**config.mk**
```make
export PLATFORM = sky130hd
export DESIGN_NAME = cache_drain_ctrl
export DESIGN_NICKNAME = d
export VERILOG_FILES = /design/src/rtl/cache_drain_ctrl.sv
export SDC_FILE = /design/constraint.sdc
export NUM_CORES = 1
export LEC_CHECK = 0
export BUFFER_PORTS_ARGS = -buffer_cell sky130_fd_sc_hd__buf_2
export CORE_MARGIN = 4
export CORE_UTILIZATION = 40
export DETAILED_ROUTE_END_ITERATION = 10
export PLACE_DENSITY_LB_ADDON = 0.1
export SYNTH_ARGS = -nofsm -noshare
export SYNTH_HDL_FRONTEND = slang
export SYNTH_SLANG_ARGS = --single-unit
```
**constraint.sdc**
```tcl
create_clock -name i_clk -period 5.3 [get_ports i_clk]
set_clock_uncertainty 0.15 [all_clocks]
set_input_delay 0.265 -clock i_clk [delete_from_list [all_inputs] [get_ports i_clk]]
set_output_delay 0.265 -clock i_clk [all_outputs]
set_load 0.01 [all_outputs]
```
**src/rtl/cache_drain_ctrl.sv**
```systemverilog
// cache_drain_ctrl
//
// Read-side drain controller for the cache buffer. A start pulse samples the
// write-side fill level, reads cache addresses 0..len-1 from a single-port
// SRAM with 1-cycle read latency and streams the words downstream over a
// valid/ready handshake through a 2-entry skid FIFO. When the final word is
// accepted, done and clear_fill pulse together for one cycle.
//
// Optional feature macro: CACHE_DRAIN_PARITY_EN adds o_parity_out, the running
// XOR of every word accepted downstream during the current drain.
//
// Ports:
//   i_clk          system clock, rising edge
//   i_rst          synchronous active-high reset
//   i_start        drain request pulse, ignored unless idle
//   i_abort        cancel an active drain (no done / clear_fill)
//   i_fill_count   number of valid cache entries, sampled on accepted start
//   o_rd_en        cache read strobe
//   o_rd_addr      cache read address
//   i_rd_data      cache read data, valid the cycle after o_rd_en
//   o_out_valid    o_out_data holds a drained word
//   i_out_ready    downstream accept
//   o_out_data     drained word
//   o_busy         drain in progress
//   o_done         one-cycle pulse, final word accepted
//   o_clear_fill   one-cycle pulse clearing the write-side counter
//   o_parity_out   (CACHE_DRAIN_PARITY_EN only) running XOR of accepted words

module cache_drain_ctrl #(
  parameter int ADDR_W = 8,
  parameter int DATA_W = 8
) (
  input  logic              i_clk,
  input  logic              i_rst,
  input  logic              i_start,
  input  logic              i_abort,
  input  logic [ADDR_W-1:0] i_fill_count,
  output logic              o_rd_en,
  output logic [ADDR_W-1:0] o_rd_addr,
  input  logic [DATA_W-1:0] i_rd_data,
  output logic              o_out_valid,
  input  logic              i_out_ready,
  output logic [DATA_W-1:0] o_out_data,
  output logic              o_busy,
  output logic              o_done,
  output logic              o_clear_fill
`ifdef CACHE_DRAIN_PARITY_EN
  ,
  output logic [DATA_W-1:0] o_parity_out
`endif
);

  typedef enum logic [1:0] {StIdle, StRead, StFlush, StDone} state_e;

  state_e            r_state;
  logic [ADDR_W-1:0] r_len;
  logic [ADDR_W-1:0] r_rd_ptr;
  logic              r_inflight;
  logic [DATA_W-1:0] r_mem [2];
  logic              r_head;
  logic              r_tail;
  logic [1:0]        r_occ;
  logic              r_busy;
  logic              r_done;
  logic              r_clear;
  logic [DATA_W-1:0] r_parity;

  logic [1:0]        w_level;
  logic              w_rd_en;
  logic              w_out_valid;
  logic [DATA_W-1:0] w_out_data;
  logic              w_pop;
  logic              w_pop_fifo;
  logic              w_push;
  logic              w_last_issue;
  logic              w_final_pop;

  // Words owned by the drain path: buffered plus the one returning this cycle.
  assign w_level     = r_occ + {1'b0, r_inflight};
  assign w_rd_en     = (r_state == StRead) && (w_level < 2'd2);
  assign w_out_valid = (r_occ != 2'd0) || r_inflight;

  // With the FIFO empty the returning SRAM word is presented directly, so the
  // first word appears the cycle after its read without an extra stage.
  always_comb begin
    w_out_data = '0;
    if (r_occ != 2'd0) begin
      w_out_data = r_mem[r_head];
    end else if (r_inflight) begin
      w_out_data = i_rd_data;
    end
  end

  assign w_pop        = w_out_valid && i_out_ready;
  assign w_pop_fifo   = w_pop && (r_occ != 2'd0);
  // A bypassed word that is accepted at once never enters the FIFO.
  assign w_push       = r_inflight && !(w_pop && (r_occ == 2'd0));
  assign w_last_issue = w_rd_en && (r_rd_ptr == r_len - ADDR_W'(1));
  assign w_final_pop  = w_pop && (w_level == 2'd1);

  always_ff @(posedge i_clk) begin
    if (i_rst) begin
      r_state    <= StIdle;
      r_len      <= '0;
      r_rd_ptr   <= '0;
      r_inflight <= 1'b0;
      r_head     <= 1'b0;
      r_tail     <= 1'b0;
      r_occ      <= 2'd0;
      r_busy     <= 1'b0;
      r_done     <= 1'b0;
      r_clear    <= 1'b0;
      r_parity   <= '0;
    end else if (i_abort && (r_state != StIdle)) begin
      // Any word still returning from the SRAM is discarded with inflight.
      r_state    <= StIdle;
      r_rd_ptr   <= '0;
      r_inflight <= 1'b0;
      r_head     <= 1'b0;
      r_tail     <= 1'b0;
      r_occ      <= 2'd0;
      r_busy     <= 1'b0;
      r_done     <= 1'b0;
      r_clear    <= 1'b0;
      r_parity   <= '0;
    end else begin
      r_done     <= 1'b0;
      r_clear    <= 1'b0;
      r_inflight <= w_rd_en;
      if (w_rd_en) begin
        r_rd_ptr <= r_rd_ptr + ADDR_W'(1);
      end
      if (w_push) begin
        r_mem[r_tail] <= i_rd_data;
        r_tail        <= ~r_tail;
      end
      if (w_pop_fifo) begin
        r_head <= ~r_head;
      end
      r_occ <= r_occ + {1'b0, w_push} - {1'b0, w_pop_fifo};
      if (w_pop) begin
        r_parity <= r_parity ^ w_out_data;
      end

      unique case (r_state)
        StIdle: begin
          if (i_start) begin
            r_len    <= i_fill_count;
            r_rd_ptr <= '0;
            r_parity <= '0;
            r_busy   <= 1'b1;
            if (i_fill_count != '0) begin
              r_state <= StRead;
            end else begin
              r_state <= StDone;
              r_done  <= 1'b1;
              r_clear <= 1'b1;
            end
          end
        end
        StRead: begin
          if (w_last_issue) begin
            r_state <= StFlush;
          end
        end
        StFlush: begin
          if (w_final_pop) begin
            r_state <= StDone;
            r_done  <= 1'b1;
            r_clear <= 1'b1;
          end
        end
        StDone: begin
          r_state  <= StIdle;
          r_busy   <= 1'b0;
          r_rd_ptr <= '0;
        end
        default: r_state <= StIdle;
      endcase
    end
  end

  assign o_rd_en      = w_rd_en;
  assign o_rd_addr    = r_rd_ptr;
  assign o_out_valid  = w_out_valid;
  assign o_out_data   = w_out_data;
  assign o_busy       = r_busy;
  assign o_done       = r_done;
  assign o_clear_fill = r_clear;

`ifdef CACHE_DRAIN_PARITY_EN
  assign o_parity_out = r_parity;
`else
  logic w_unused_parity;
  assign w_unused_parity = ^r_parity;
`endif

endmodule

```
==> impl_metrics.py <==
metrics = {
    "yosys": {
        "ys.warnings.count": 0,
        "synthMuxAreaShare_pct": 4.28,
        "synth-seq-cells": 42,
        "yosys.area_share.simple_pct": 20.6,
        "synth_area_per_cell_um2": 9.52,
        "synth_xor_area_share_pct": 8.33,
        "synth_ff_type": "dfxtp_1",
        "synth_edf_count": 16,
        "synth_fp_nets": 251,
        "synth_compound_area_share_pct": 10.6,
        "synthCells": 221,
        "seq_area_frac_synth_pct": 47.6,
        "synth_area_mm2": 0.00210,
        "synthAdderAreaFrac_pct": 5.35,
        "async_flop_share_pct": 0,
        "ys_types": 38,
        "synth_top_family_by_area": "simple AND/OR/NAND/NOR gates",
    },
    "placement": {
        "place_congestion": 0.716,
        "dp.cells": 325,
        "hpwlAfterDp_um": 3190,
        "port_buffers": 41,
    },
    "setup_path": {
        "rrSetupSlack_ns": 2.79,
        "cp_max_fo": 18,
        "critical_path_buf_inv_count": 1,
        "cp_top_family": "simple AND/OR/NAND/NOR gates",
        "slowest_stage": "nor2_1",
        "slowest_delay_ns": 0.78,
        "critPathCaptureType": "register",
        "startpoint_type": "register",
        "worstSetupPathType": "reg2reg",
        "arrival_ns": 2.54,
        "worstPathCellList": "nor2_1 > nor2b_1 > ha_1 > inv_1 > ha_1 > xor2_1 > xnor2_1 > nor2_1",
        "required_ns": 5.34,
    },
    "sta": {
        "drv_slew": 0,
        "tns_ns": 0,
        "max_slew_margin_pct": 33.5,
        "setup_viol": 0,
        "fmax_mhz": 399,
        "fin_crit_ns": 2.51,
        "rsz0062_at_grt": "no",
        "hold_violations": 0,
        "fin_crit_sh_pct": 47.3,
        "worstMarginPinSlew_ns": 0.994,
    },
    "clock_network": {
        "htree_levels": 2,
        "clock_sinks": 42,
        "cts.hold.buffers_added": 0,
        "cts_inserted_buffers": 5,
        "clockBufferDepth": 2,
        "postCtsSetupRepairBufs": 0,
        "cts_tree": "built",
        "post_cts_resized": 0,
        "insertion_delay_ns": 0.29,
        "cts-root-buf": "clkbuf_8",
        "clkTransAtPathRegs_ns": 0.08,
    },
    "finish": {
        "area_delta_synth_final_pct": 17.2,
        "final_common_cell": "buf_2",
        "final_util_pct": 48.3,
        "final_cells": 333,
        "nets": 292,
        "layout-drive-gt1-share_pct": 20.9,
        "layout_common_cells": "buf_2, nand2_1, dfxtp_1, nor2_1, edfxtp_1",
        "num_antenna_cells": 0,
    },
    "die": {
        "fp.dieW_um": 80.5,
        "ios": 42,
        "row_count": 26,
        "die-area_mm2": 0.00648,
        "chipHeight_um": 80.5,
        "start_util_pct": 41.2,
        "core_region_area_mm2": 0.00511,
    },
    "job": {
        "drv_cap": 0,
    },
    "drt": {
        "drt_iter0_drc": 86,
        "first_pass_iters": 4,
        "vias": 1638,
        "via_per_inst": 4.92,
        "wl_per_cell_um": 12.7,
        "finalWirelength_um": 4240,
        "drcViolationCount": 0,
        "antenna_left": 0,
    },
    "global_route": {
        "grt_max_degree": 19,
        "gr-total-overflow": 0,
        "grt_pass1_vias": 1619,
        "grt.total_usage_pct": 14.5,
        "grt_first_pass_wirelength_um": 7400,
        "antenna_found_initial": 0,
    },
    "power_and_ir_drop": {
        "p_leak_nw": 1.02,
        "pwr_density_cell_mw_per_mm2": 433,
        "total_power_mw": 1.07,
        "ir_drop_uv": 291,
    },
    "run_status": {
        "status": "finished, final reports clean",
    },
    "hold_path": {
        "hold_class": "in2reg",
    },
}
[stage by stage]
step | worst slack [ns] | instance area [um^2] | hold WS (ns)
after detailed placement | 2.77 | 2370 | 0.312
after floorplan | 3.20 | 2100 | 0.214
after CTS | 2.78 | 2460 | 0.00860
after global routing | 2.56 | 2460 | 0.00903
after global placement | 2.88 | 2370 | 0.311
final | 2.79 | 2460 | 0.0203
[worst register-to-register path, delay by kind of cell, from the launching register on]
family | cells | cell delay, ns
XOR/XNOR | 2 | 0.30
adder cells (fa/ha/maj) | 2 | 0.50
flip-flops | 1 | 0.36
buffers and inverters | 1 | 0.06
AND/OR/NAND/NOR | 3 | 1.05
[final cells by class]
type | instances | area, um^2
Timing Repair Buffer | 43 | 220
Inverter | 7 | 26.3
Fill cell | 522 | 2640
Clock buffer | 5 | 68.8
Multi-Input combinational cell | 163 | 1040
Clock inverter | 3 | 25.0
Tap cell | 70 | 87.6
Sequential cell | 42 | 1000
[state kept, by name, indices dropped and copies added (netlist names), 2 cells and up, named ones only]
name       count
r_len          8
r_occ          2
r_state        2
r_mem         16
o_rd_addr      8
[path summary, 6_finish.rpt]
kind | startpoint | end | depth (start not counted)
worst max-delay path | r_occ[1]$_SDFF_PP0_ | r_occ[1]$_SDFF_PP0_ | 8
worst min-delay path | i_rd_data[1] | r_mem[1][1]$_DFFE_PP_ | 1
worst max register to register | r_occ[1]$_SDFF_PP0_ | r_occ[1]$_SDFF_PP0_ | 8
worst min register to register | r_len[7]$_SDFFE_PP0P_ | r_len[7]$_SDFFE_PP0P_ | 2
[report_power, final]
part           total (mW)  internal (mW)  switching (mW)  leakage (nW)
clock network       0.210         0.0950           0.115        0.0447
logic               0.430          0.184           0.247         0.616
registers           0.425          0.373          0.0521         0.356
total                1.07          0.652           0.414          1.02
[cells by family after synthesis]
group | after synthesis
buffers and inverters | 16
adder cells (fa/ha/maj) | 9
XOR/XNOR | 20
AO/OA/AOI/OAI | 36
multiplexers | 9
AND/OR/NAND/NOR | 89
flip-flops | 42
[synthesized netlist by cell type (all sizes together) (2+ instances only)]
| cell | count | area [um^2] |
|---|---|---|
| o221a | 2 | 22.5 |
| xor2 | 12 | 105 |
| buf | 2 | 12.5 |
| a21oi | 14 | 70.1 |
| inv | 7 | 26.3 |
| nand4 | 7 | 43.8 |
| edfxtp | 16 | 480 |
| mux2i | 9 | 90.1 |
| or4 | 2 | 15.0 |
| nand2 | 31 | 116 |
| nand3 | 10 | 50.1 |
| nor3 | 4 | 20.0 |
| nor2 | 19 | 71.3 |
| o21ai | 13 | 65.1 |
| or3 | 3 | 18.8 |
| dfxtp | 26 | 521 |
| clkbuf | 7 | 27.5 |
| and2 | 4 | 25.0 |
| nand2b | 2 | 12.5 |
| or2 | 2 | 12.5 |
| ha | 9 | 113 |
| xnor2 | 8 | 70.1 |
[routing by layer]
metal  wire (um)  global-route usage [%]  vias up
met5           0                       0        -
met4          51                    4.05        0
met3         216                    3.59        5
met2        1830                    22.9       38
met1        2150                    19.7      739
li1            -                       -      856
Note: power is estimated with default switching activity, not from simulation.
